==> src/rtl/bp_l15_req_arbiter.sv <==
// Round-robin share of the single L1.5 request/response port between the
// D-cache (0) and I-cache (1) transducers; INT_RET is broadcast to both.
//
// state  | meaning
// e_idle | no transaction owned; arbitrate among req_v_i
// e_req  | owner's request presented to L1.5, waiting for ack
// e_resp | request accepted, waiting for the owner's response
module bp_l15_req_arbiter #(
  parameter int addr_width_p = 40,
  parameter int data_width_p = 64
) (
  input  logic                                clk_i,
  input  logic                                reset_n_i,

  input  logic [1:0]                          req_v_i,
  input  logic [1:0][4:0]                     req_rqtype_i,
  input  logic [1:0][2:0]                     req_size_i,
  input  logic [1:0][addr_width_p-1:0]        req_addr_i,
  input  logic [1:0][data_width_p-1:0]        req_data_i,
  input  logic [1:0][1:0]                     req_l1rplway_i,
  output logic [1:0]                          req_ack_o,

  output logic [1:0]                          resp_v_o,
  output logic [3:0]                          resp_returntype_o,
  output logic [63:0]                         resp_data_0_o,
  output logic [63:0]                         resp_data_1_o,
  input  logic [1:0]                          resp_ack_i,

  output logic                                transducer_l15_val,
  output logic [4:0]                          transducer_l15_rqtype,
  output logic [2:0]                          transducer_l15_size,
  output logic [addr_width_p-1:0]             transducer_l15_address,
  output logic [data_width_p-1:0]             transducer_l15_data,
  output logic [1:0]                          transducer_l15_l1rplway,
  input  logic                                l15_transducer_ack,

  input  logic                                l15_transducer_val,
  input  logic [3:0]                          l15_transducer_returntype,
  input  logic [63:0]                         l15_transducer_data_0,
  input  logic [63:0]                         l15_transducer_data_1,
  output logic                                transducer_l15_req_ack
);

  localparam logic [3:0] int_ret_lp = 4'b0111;

  typedef enum logic [1:0] {e_idle, e_req, e_resp} state_e;

  state_e     state_q, state_d;
  logic       grant_q, grant_d;
  logic       last_q, last_d;
  logic [1:0] int_ack_q, int_ack_d;

  logic       is_int;
  logic       winner;
  logic       l15_val_c;
  logic [1:0] req_ack_c;
  logic [1:0] resp_v_c;
  logic       req_ack_l15_c;

  assign is_int = l15_transducer_val & (l15_transducer_returntype == int_ret_lp);
  // Prefer the requester that was not served last.
  assign winner = req_v_i[~last_q] ? ~last_q : last_q;

  always_comb begin
    state_d       = state_q;
    grant_d       = grant_q;
    last_d        = last_q;
    int_ack_d     = int_ack_q;
    l15_val_c     = 1'b0;
    req_ack_c     = 2'b00;
    resp_v_c      = 2'b00;
    req_ack_l15_c = 1'b0;

    case (state_q)
      e_idle: begin
        if (|req_v_i) begin
          grant_d = winner;
          last_d  = winner;
          state_d = e_req;
        end
      end
      e_req: begin
        l15_val_c          = req_v_i[grant_q];
        req_ack_c[grant_q] = l15_transducer_ack;
        if (l15_transducer_ack) state_d = e_resp;
      end
      e_resp: begin
        if (l15_transducer_val && !is_int) begin
          resp_v_c[grant_q] = 1'b1;
          req_ack_l15_c     = resp_ack_i[grant_q];
          if (resp_ack_i[grant_q]) state_d = e_idle;
        end
      end
      default: state_d = e_idle;
    endcase

    // Interrupts are independent of ownership; ack L1.5 once both have taken it.
    if (is_int) begin
      resp_v_c  = ~int_ack_q;
      int_ack_d = int_ack_q | resp_ack_i;
      if (&int_ack_d) begin
        req_ack_l15_c = 1'b1;
        int_ack_d     = 2'b00;
      end
    end
  end

  always_ff @(posedge clk_i or negedge reset_n_i) begin
    if (!reset_n_i) begin
      state_q   <= e_idle;
      grant_q   <= 1'b0;
      last_q    <= 1'b1;
      int_ack_q <= 2'b00;
    end else begin
      state_q   <= state_d;
      grant_q   <= grant_d;
      last_q    <= last_d;
      int_ack_q <= int_ack_d;
    end
  end

  always_comb begin
    transducer_l15_val      = 1'b0;
    transducer_l15_rqtype   = '0;
    transducer_l15_size     = '0;
    transducer_l15_address  = '0;
    transducer_l15_data     = '0;
    transducer_l15_l1rplway = '0;
    req_ack_o               = '0;
    resp_v_o                = '0;
    resp_returntype_o       = '0;
    resp_data_0_o           = '0;
    resp_data_1_o           = '0;
    transducer_l15_req_ack  = 1'b0;
    if (reset_n_i) begin
      transducer_l15_val      = l15_val_c;
      transducer_l15_rqtype   = req_rqtype_i[grant_q];
      transducer_l15_size     = req_size_i[grant_q];
      transducer_l15_address  = req_addr_i[grant_q];
      transducer_l15_data     = req_data_i[grant_q];
      transducer_l15_l1rplway = req_l1rplway_i[grant_q];
      req_ack_o               = req_ack_c;
      resp_v_o                = resp_v_c;
      resp_returntype_o       = l15_transducer_returntype;
      resp_data_0_o           = l15_transducer_data_0;
      resp_data_1_o           = l15_transducer_data_1;
      transducer_l15_req_ack  = req_ack_l15_c;
    end
  end

endmodule

==> config.mk <==
export PLATFORM = sky130hd
export DESIGN_NAME = bp_l15_req_arbiter
export DESIGN_NICKNAME = d
export VERILOG_FILES = /design/src/rtl/bp_l15_req_arbiter.sv
export SDC_FILE = /design/constraint.sdc
export NUM_CORES = 1
export LEC_CHECK = 0
export ABC_AREA = 1
export BUFFER_PORTS_ARGS = -buffer_cell sky130_fd_sc_hd__clkbuf_2
export CAP_MARGIN = 40
export CORE_AREA = 2 2 244 246
export DETAILED_ROUTE_END_ITERATION = 12
export DIE_AREA = 0 0 246 248
export SETUP_SLACK_MARGIN = 0.3
export SYNTH_ARGS = -nofsm -noshare
export SYNTH_HDL_FRONTEND = slang
export SYNTH_SLANG_ARGS = --single-unit
==> constraint.sdc <==
create_clock -name clk_i -period 1.2 [get_ports clk_i]
set_input_delay 0.06 -clock clk_i [delete_from_list [all_inputs] [get_ports clk_i]]
set_output_delay 0.06 -clock clk_i [all_outputs]
set_load 0.02 [all_outputs]
==> After elaboration in Yosys (flattened, before gate mapping) <==
Cells that the tools add are included.
{ "classes": {"add_sub_neg": 0, "mul": 0, "n_div": 0, "n_lt_le_gt_ge": 3, "n_eq_ne": 7, "shifts": 0, "muxes": 46, "bitwise_logic": 5, "reduce_logical": 8} }
{ "ops": {"columns": ["cell", "n"], "rows": [
  ["two-way mux 64 bit", 5],
  ["two-way mux 40 bit", 3],
  ["two-way mux 2 bit", 14],
  ["two-way mux 1 bit", 15],
  ["two-way mux 5 bit", 3],
  ["two-way mux 3 bit", 3],
  ["inequality test 2 bit, second input constant", 4],
  ["case mux 2 bit (3 select lines)", 1],
  ["== test 4 x 3 -> 1 bit, second input constant", 1],
  ["< comparator 1 x 2 -> 1 bit, second input constant", 2],
  ["two-way mux 4 bit", 1],
  ["AND reduction 2 bit", 2],
  ["AND reduction 4 bit", 1],
  ["AND 2 bit", 1],
  ["== test 2 x 1 -> 1 bit, second input constant", 1],
  ["== test 2 bit, second input constant", 1],
  ["logical AND 1 bit", 2],
  ["zero test 2 bit", 1],
  ["inverter 2 bit", 1],
  ["OR 2 bit", 1],
  ["OR reduction 2 bit", 1],
  ["AND 1 bit", 1],
  ["demux 1 bit (select 1 bit)", 1],
  [">= comparator 1 bit, second input constant", 1],
  ["2 further kinds", 2]
]} }
{ "word_totals": {"regBits": 6, "latchBits": 0, "ramBits": 0, "romBits": 0, "in_bits": 368, "output_inout_bits": 252, "wordCells": 73, "memories": 0} }

==> Longest topological paths before layout <==
Gate-level depths: netlist of the first run.
{ "depth": {"ltp_word": 9, "depth_mapped": 7, "depth_no_buf": 7} }

==> Worst setup path after synthesis of the first run <==
No wires, ideal clock.
{ "synth_timing": {"path_type": "register to output", "startpoint": "register grant_q", "endpoint": "output transducer_l15_address[10]", "arrival_time_ps": 1224, "required_ps": 1140, "slack_ps": -84, "path_stages_with_launch": 6, "path_buffers": 2, "path_cell_list": "dfrtp_1 -> inv_2 -> buf_4 -> buf_2 -> nand2_1 -> a21oi_1"} }
{ "synth_via": {"elab_chain_len": 3} }
{ "synth_rtl": {"columns": ["element", "line", "text"], "rows": [
  ["from (decl)", "49", "logic grant_q, grant_d;"],
  ["from (signal assigned)", "116", "grant_q <= grant_d;"],
  ["two-way mux 40 bit (implied by the code) (2 in a row)", "139", "transducer_l15_address = req_addr_i[grant_q];"],
  ["two-way mux 40 bit", "135", "if (reset_n_i) begin"],
  ["to (decl)", "32", "output logic [addr_width_p-1:0] transducer_l15_address,"]
]} }
Every way passes these cells. The select of a mux whose other input is x is not followed.

==> Final worst setup path of the first run <==
{ "layout_timing": {"startpoint": "register grant_q", "endpoint": "output transducer_l15_address[37]"} }
The elaborated chain is that of the path after synthesis.

==> metrics, run 1 <==
status=complete, but fails checks; failing checks=negative setup slack; synth unique cells=18; clock skew after layout=0.007308 ns; Worst-Margin Slew=0.3126 ns; WP data arrival=1.57 ns; post-DP HPWL=24,890 µm; largest net degree at the start of global routing=87; Hold Fails Final Rpt=0; Synth-to-Final Area Change=219.0%; port bufs=619; vias in the first global route=6,140; period utilization=1.362; pre-CTS WS=-0.2922 ns; post-route ant nets=0; via count=6,998; sequential fraction of the synthesis area=0.04947; Async SR Flop Fraction=1.000; Placer Congestion=0.8351; CTS Buffer Depth=2; clock transition at the registers of the reported paths=0.04 ns; leakage power total=0.005794 µW; most frequent cell after synthesis=nand2_1; placed insts=2,109; RSZ-0062 raised after global routing=true; initial antenna violation count=15; Routed WL=31,800 µm; fin worst setup slack=-0.4348 ns; die height=248 µm; Post-Syn Area per Cell=4.233 µm²; final setup fails=121; Slew Viols, Final=0; Pre-Repair DR Iteration Count=4; Crit path required time=1.14 ns; nature of the critical path startpoint=flop; PwrDens=1347 mW/mm²; Nets=1,738; Crit. End Element=primary output; Max FO, Critical Path=8; Mapped Cells=723; total track usage=0.08402; Max-Cap Viols=0; FF-to-FF setup slack=-0.43 ns; Via density=3.256; post-synth top area share=0.4624; GRT overflow=0; site row count=89; die footprint=0.06101 mm²; Num CTS Buffers=3; YS warnings=0; kind of critical path=flop to primary output; Core Box Area=0.05846 mm²; num ports=620; Max VDD drop=0.7391 mV; share of post-route cells with drive strength above 1=0.6348; htree depth=1; Sinks on Clock Net=6; Fmax=611.7 MHz; Post-Synthesis Cell Area=0.003060 mm²; Commonest cells post-synth=nand2_1, inv_1, a21oi_1; initial core utilization=0.05235; non-filler cells, final=2,149; Slew HR=0.7916; Die W=246 µm; drt wl/cell=14.80 µm; Post-synth EDFFs=0; Yosys top cell by area=nand2_1; synth top area cells=nand2_1, a21oi_1, inv_1; Main synth FF type=dfrtp_1; Yosys reg bits=6; clk_lat worst skew=0.23 ns; Root Buffer=clkbuf_16; CTS tree=done; DRC viols=0; Post-Syn Nets=1,091; first-pass GRT wire length=37,440 µm; fin crit period=1.635 ns; Hold Path Class=primary input to async pin; final hold slack=0.02453 ns; Starting DRT DRC Count=207
[area by class of cell]
class	instances	area (µm²)
repair buffers	694	4885
fillers	6678	48700
inverters	145	564.3
diodes	7	17.52
multi-input cells	520	3094
flip-flops and latches	6	155.1
clock buffers	4	78.83
well taps	773	967.2
[state kept, by name, summed over array words and instances (netlist names)]
| signal | flops |
|---|---|
| grant_q | 1 |
| int_ack_q | 2 |
| last_q | 1 |
| state_q | 2 |
[kinds of logic after synthesis]
| family | after synthesis | synth area share |
|---|---|---|
| AO/OA/AOI/OAI | 124 | 0.2032 |
| buffers and inverters | 197 | 0.2551 |
| AND/OR/NAND/NOR | 396 | 0.4922 |
| flip-flops | 6 | 0.04947 |
[routing by layer]
| layer | GRT usage | routed length (µm) |
|---|---|---|
| met5 | 0 | 105 |
| met4 | 0.03102 | 833 |
| met3 | 0.03147 | 3340 |
| met2 | 0.1541 | 16380 |
| met1 | 0.08669 | 11150 |
[power breakdown]
group	internal (µW)	leakage [µW]	switching [µW]	total, µW
Clock	442	0.0000382	129	571
Sequential	304	0.0000720	91.1	395
Combinational	5510	0.00568	6670	12200
Total	6260	0.00579	6890	13100
[worst paths after layout]
check / startpoint / to / cells after the start
max in group asynchronous: reset_n_i / int_ack_q[0] / 3
worst min register to register: last_q / last_q / 2
worst min-delay path: reset_n_i / int_ack_q[1] / 3
min in group clk_i: l15_transducer_ack / state_q[0] / 2
worst max-delay path: grant_q / transducer_l15_address[37] / 6
worst max register to register: grant_q / state_q[1] / 10
[stage by stage]
step	cell area (µm²)	total power, µW	setup TNS (ns)	utilization
after global placement	8152	9212	-18.50	0.1394
after floorplan	3766	5715	0	-
after global routing	9762	14010	-51.10	0.1670
after detailed placement	8152	9271	-20.49	0.1394
after CTS	8950	11330	-46.78	0.1531
final	9762	13150	-43.91	0.1670
[worst max-delay path, cell delays in order (launching register included)]
cell and delay, ns:
dfrtp_4 0.53, clkinv_8 0.09, buf_12 0.11, clkbuf_16 0.18, nand2_4 0.06, a21oi_2 0.16, clkbuf_8 0.19
[placed cells by master, fill, tap and decap left out, drive strengths merged]
cell type	Yosys	final
a21oi	116	116
buf	27	109
clkbuf	25	588
clkinv	0	1
dfrtp	5	5
dfstp	1	1
diode	0	7
dlygate4sd3	0	1
inv	145	144
nand2	377	377
nand3	4	4
nand3b	1	1
nand4	3	3
nor2	8	8
nor3	3	3
o21ai	7	7
o22ai	1	1
[repair_timing]
action | in CTS | in global routing
gates resized for setup | 164 | 159
endpoints found under the hold margin | 1 | 0
buffers inserted | 6 | 4
cloned | 3 | 15
endpoints found under the setup margin | 229 | 236
hold buffers | 1 | 0
pin swaps | 5 | 26
(Power assumes the default switching activity.)
==> inputs of run 2 (changes only) <==
--- a/config.mk
+++ b/config.mk
@@ -11,6 +11,8 @@
 export CORE_AREA = 2 2 244 246
 export DETAILED_ROUTE_END_ITERATION = 12
 export DIE_AREA = 0 0 246 248
+export MAX_ROUTING_LAYER = met4
+export PLACE_DENSITY = 0.3
 export SETUP_SLACK_MARGIN = 0.3
 export SYNTH_ARGS = -nofsm -noshare
 export SYNTH_HDL_FRONTEND = slang
==> constraint.sdc (replaced) <==
create_clock -name clk_i -period 1.7 [get_ports clk_i]
set_input_delay 0.085 -clock clk_i [delete_from_list [all_inputs] [get_ports clk_i]]
set_output_delay 0.085 -clock clk_i [all_outputs]
set_load 0.02 [all_outputs]
==> metrics, run 2 (same netlist as run 1, synthesis figures left out) <==
status=complete, but fails checks; failing checks=negative setup slack; Die W=246 µm (unchanged); largest net degree at the start of global routing=117 (+34%); Synth-to-Final Area Change=209.7%; Root Buffer=clkbuf_16; clock share of power=0.039 (-0.004); P_int=5050 µW (-19%); Seq pwr share=0.027 (-0.003); port bufs=619 (unchanged); Slew HR=0.6225 (-0.1691); Sinks on Clock Net=6 (unchanged); post-route ant nets=0 (unchanged); placed insts=2,085 (-1.1%); combinational share of power=0.934 (+0.007); first-pass GRT wire length=38,430 µm (+2.6%); Fmax=580.4 MHz; initial core utilization=0.05235 (unchanged); pre-CTS WS=0.1251 ns (+0.4173 ns); htree depth=1 (unchanged); Slew Viols, Final=0 (unchanged); RSZ-0062 raised after global routing=true; Num CTS Buffers=3 (unchanged); clock skew after layout=0.006656 ns (-0.0006513 ns); Sum Neg Setup Slack=-0.1198 ns (+43.79 ns); most frequent cells in the layout=clkbuf_2, nand2_1, inv_1, buf_4, a21oi_2; clock transition at the registers of the reported paths=0.04 ns (about the same); PwrDens=1065 mW/mm² (-21%); WP data arrival=1.64 ns (+0.07 ns); nature of the critical path startpoint=flop; CTS tree=done; period utilization=1.013; total track usage=0.08732 (+0.003297); fin crit period=1.723 ns; Core Box Area=0.05846 mm² (unchanged); Max FO, Critical Path=8 (unchanged); GRT overflow=0 (unchanged); kind of critical path=flop to primary output; num ports=620 (unchanged); largest registers=int_ack_q x2, state_q x2; die footprint=0.06101 mm² (unchanged); Routed WL=31,190 µm (-1.9%); share of post-route cells with drive strength above 1=0.6205 (-0.01428); post-DP HPWL=23,460 µm (-5.8%); Max-Cap Viols=0 (unchanged); CTS Buffer Depth=2 (unchanged); via count=6,907 (-1.3%); Nets=1,726 (-0.69%); Worst-Margin Slew=0.5663 ns (+0.2537 ns); Pre-Repair DR Iteration Count=4 (unchanged); Hold Path Class=primary input to async pin; final hold slack=0.1222 ns (+0.09768 ns); DRC viols=0 (unchanged); site row count=89 (unchanged); final setup fails=14 (-88%); clk_lat worst skew=0.23 ns (about the same); most common cell after layout, fill and taps aside=clkbuf_2; Hold Fails Final Rpt=0 (unchanged); Crit path required time=1.62 ns (+0.48 ns); Sw Ratio=0.4995 (-0.02460); initial antenna violation count=6 (-9); Placer Congestion=0.8569 (+2.6%); vias in the first global route=6,164 (+0.39%); Crit. End Element=primary output; Sw Pwr=5040 µW (-27%); Via density=3.237 (-0.61%); die height=248 µm (unchanged); leakage power total=0.005810 µW (+0.28%); drt wl/cell=14.62 µm (-1.2%); fin util=0.1621 (-0.004858); Starting DRT DRC Count=254 (+23%); fin worst setup slack=-0.02284 ns (+0.4120 ns); non-filler cells, final=2,134 (-0.70%); Max VDD drop=0.5372 mV (-27%)
-- run 2: cell count changes in the layout (fill, tap and decap cells not counted), sizes merged --
cell,previous run,this run
buf,109,152
clkinv,1,0
diode,7,4
inv,144,145
clkbuf,588,533
-- run 2: layout make-up --
type | instances | area, µm²
Antenna cell | 4 | 10.01
Clock buffer | 4 | 78.83
Fill cell | 6785 | 48980
Inverter | 145 | 554.3
Multi-Input combinational cell | 520 | 2861
Sequential cell | 6 | 155.1
Tap cell | 773 | 967.2
Timing Repair Buffer | 682 | 4851
-- run 2: power by group through the flow --
stage / Sequential, µW / Clock, µW / Combinational, µW
final: 274 / 391 / 9420
after detailed placement: 258 / 0 / 5260
after global routing: 282 / 405 / 10000
after CTS: 273 / 399 / 7890
after floorplan: 231 / 0 / 3010
after global placement: 257 / 0 / 5310
-- run 2: worst paths after layout --
| path | depth (start not counted) | to | slack, ns | startpoint |
|---|---|---|---|---|
| min | 2 | last_q | 0.12 | reset_n_i |
| max | 8 | transducer_l15_address[8] | -0.02 | grant_q |
| min in group clk_i | 2 | state_q[0] | 0.13 | l15_transducer_ack |
| max in group asynchronous | 3 | grant_q | 0.78 | reset_n_i |
| min reg2reg | 2 | int_ack_q[1] | 0.48 | int_ack_q[1] |
| max reg2reg | 6 | grant_q | 0.35 | grant_q |
-- run 2: per-layer routing --
metal | wire [µm] | part of all wire | up-vias | global-route usage
met4 | 372 | 0.012 | 0 | 0.01266
met3 | 1973 | 0.063 | 18 | 0.01503
li1 | - | - | 3408 | -
met2 | 16200 | 0.52 | 329 | 0.1555
met1 | 12650 | 0.41 | 3152 | 0.1044
met5 | 0 | 0 | - | -
-- run 2: metrics by stage --
step | power, µW | cell area [µm²]
6_report | 10090 | 9478
3_5_place_dp | 5517 | 7178
4_1_cts | 8562 | 8602
2_1_floorplan | 3241 | 3060
3_3_place_gp | 5569 | 7178
5_1_grt | 10730 | 9478
-- run 2: timing repair --
item / in CTS / in global routing
buffers inserted: 19 / 1
cloned: 9 / 11
resized for setup: 251 / 261
pin swaps: 21 / 46
endpoints found under the setup margin: 120 / 120
hold buffers: 1 / 0
endpoints found under the hold margin: 5 / 0
-- run 2: critical path: stages (launching register included) --
cell     delay (ns)
dfrtp_4        0.52
inv_8          0.08
buf_12         0.13
buf_6          0.10
buf_12         0.09
buf_16         0.12
nand2_1        0.07
a21oi_2        0.14
buf_6          0.14
==> inputs of run 3 (changes only) <==
--- a/config.mk
+++ b/config.mk
@@ -11,6 +11,7 @@
 export CORE_AREA = 2 2 244 246
 export DETAILED_ROUTE_END_ITERATION = 12
 export DIE_AREA = 0 0 246 248
+export HOLD_SLACK_MARGIN = 0.15
 export MAX_ROUTING_LAYER = met4
 export PLACE_DENSITY = 0.3
 export SETUP_SLACK_MARGIN = 0.3
==> metrics, run 3 (same netlist as run 1, synthesis figures left out) <==
share of post-route cells with drive strength above 1=0.6215 (+0.001016); CTS Buffer Depth=2 (unchanged); Max-Cap Viols=0 (unchanged); total track usage=0.08751 (+0.0001889); Placer Congestion=0.8569 (unchanged); Max FO, Critical Path=8 (unchanged); Pre-Repair DR Iteration Count=5 (+1); Sw Ratio=0.4994 (about the same); combinational share of power=0.934 (about the same); worst reg-to-reg path cell count=5 (-1); vias in the first global route=6,166 (+0.032%); GRT overflow=0 (unchanged); initial antenna violation count=6 (unchanged); most common cell after layout, fill and taps aside=clkbuf_2; Sw Pwr=5049 µW (+0.17%); die height=248 µm (unchanged); Hold Fails Final Rpt=0 (unchanged); Crit. End Element=primary output; Num CTS Buffers=3 (unchanged); htree depth=1 (unchanged); Hold Path Class=primary input to flop; DRC viols=0 (unchanged); failing checks=negative setup slack; r2r endpoint=grant_q; Seq pwr share=0.028 (about the same); leakage power total=0.005824 µW (+0.24%); period utilization=1.025 (+0.01201); clock share of power=0.039 (about the same); Worst-Margin Slew=0.5597 ns (-0.006575 ns); post-route ant nets=0 (unchanged); initial core utilization=0.05235 (unchanged); largest net degree at the start of global routing=117 (unchanged); Max VDD drop=0.5406 mV (+0.63%); fin crit period=1.743 ns (+0.02041 ns); Synth-to-Final Area Change=211.4%; FF-to-FF setup slack=0.49 ns (+0.14 ns); worst r2r src=grant_q; Fmax=573.6 MHz (-1.2%); largest registers=int_ack_q x2, state_q x2; Slew Viols, Final=0 (unchanged); port bufs=619 (unchanged); via count=6,926 (+0.28%); fin util=0.1630 (+0.0008990); pre-CTS WS=0.1251 ns (unchanged); final hold slack=0.2130 ns (+0.09077 ns); hold_sp=resp_ack_i[0]; status=complete, but fails checks; P_int=5061 µW (+0.22%); Root Buffer=clkbuf_16; Sinks on Clock Net=6 (unchanged); Nets=1,727 (+0.058%); total power=10,110 µW (+0.20%); die footprint=0.06101 mm² (unchanged); most frequent cells in the layout=clkbuf_2, nand2_1, inv_1, buf_4, a21oi_2; crit path to=transducer_l15_size[2]; Routed WL=31,190 µm (about the same); crit path from=grant_q; Starting DRT DRC Count=258 (+1.6%); fin worst setup slack=-0.04325 ns (-0.02041 ns); kind of critical path=flop to primary output; clock transition at the registers of the reported paths=0.04 ns (about the same); nature of the critical path startpoint=flop; Crit path required time=1.62 ns (about the same); PwrDens=1061 mW/mm² (-0.36%); clock skew after layout=0.006592 ns (-0.00006396 ns); CTS tree=done; WP data arrival=1.66 ns (+0.02 ns); Slew HR=0.6268 (+0.004383); Via density=3.244 (+0.23%); RSZ-0062 raised after global routing=true; final setup fails=30 (+16); first-pass GRT wire length=38,500 µm (+0.20%); Core Box Area=0.05846 mm² (unchanged); post-DP HPWL=23,460 µm (unchanged); clk_lat worst skew=0.23 ns (about the same); drt wl/cell=14.61 µm (about the same); num ports=620 (unchanged); site row count=89 (unchanged); Die W=246 µm (unchanged)
==> run 3: cell types whose count changed in the layout (fill, tap and decap cells not counted) <==
cell and change:
a21oi_1 -4, a21oi_2 +4, buf_4 -3, buf_6 +2, dlygate4sd3_1 +2, inv_1 +1
inv_2 -1, nand2_2 -2, nand2_4 +2, o21ai_2 -1, o21ai_4 +1
==> run 3: critical path: stages (launching register included) <==
cell,delay (ns)
dfrtp_4,0.53
inv_8,0.09
buf_12,0.13
buf_12,0.12
buf_12,0.16
nand2_2,0.08
a21oi_4,0.17
buf_8,0.13
==> run 3: power groups by stage <==
| stage | logic, µW | registers (µW) | clock network (µW) |
|---|---|---|---|
| 2_1_floorplan | 3010 | 231 | 0 |
| 3_3_place_gp | 5310 | 257 | 0 |
| 3_5_place_dp | 5260 | 258 | 0 |
| 4_1_cts | 7890 | 273 | 399 |
| 5_1_grt | 10100 | 287 | 405 |
| 6_report | 9440 | 279 | 391 |
==> run 3: final cells by class <==
cell class	count	area (µm²)
tap	773	967.2
sequential	6	155.1
multi-input combinational	520	2894
fill	6773	48930
inverter	145	554.3
clock buffer	4	78.83
antenna	4	10.01
timing repair buffer	683	4871
==> run 3: how the worst min path moves through the flow <==
stage / to / slack, ns / cells after the start
floorplan: grant_q / -0.21 / 0
global placement: int_ack_q[0] / 0.17 / 2
detailed placement: int_ack_q[0] / 0.17 / 2
CTS: last_q / 0.19 / 4
global route: int_ack_q[1] / 0.25 / 4
finish: int_ack_q[1] / 0.21 / 4
==> run 3: per-stage QoR <==
stage	cells	setup TNS, ns	instance area, µm²
after floorplan	723	0	3060
after global placement	2085	0	7178
after detailed placement	2085	0	7178
after CTS	2120	-1.857	8622
after global routing	2135	-4.738	9530
final	2135	-0.4678	9530
==> run 3: per-layer routing <==
| layer | track usage | vias to the layer above | share of wire |
|---|---|---|---|
| li1 | - | 3410 | - |
| met1 | 0.1059 | 3165 | 0.41 |
| met2 | 0.1555 | 331 | 0.52 |
| met3 | 0.01330 | 20 | 0.063 |
| met4 | 0.01266 | 0 | 0.012 |
| met5 | - | - | 0 |
==> run 3: timing repair <==
item                                    in CTS  in global routing
resized for setup                          251                269
hold buffers                                 3                  0
pin swaps                                   21                 45
gates cloned                                 9                 11
buffers inserted                            19                  0
endpoints found under the setup margin     120                120
hold endpoints to repair                     6                  0
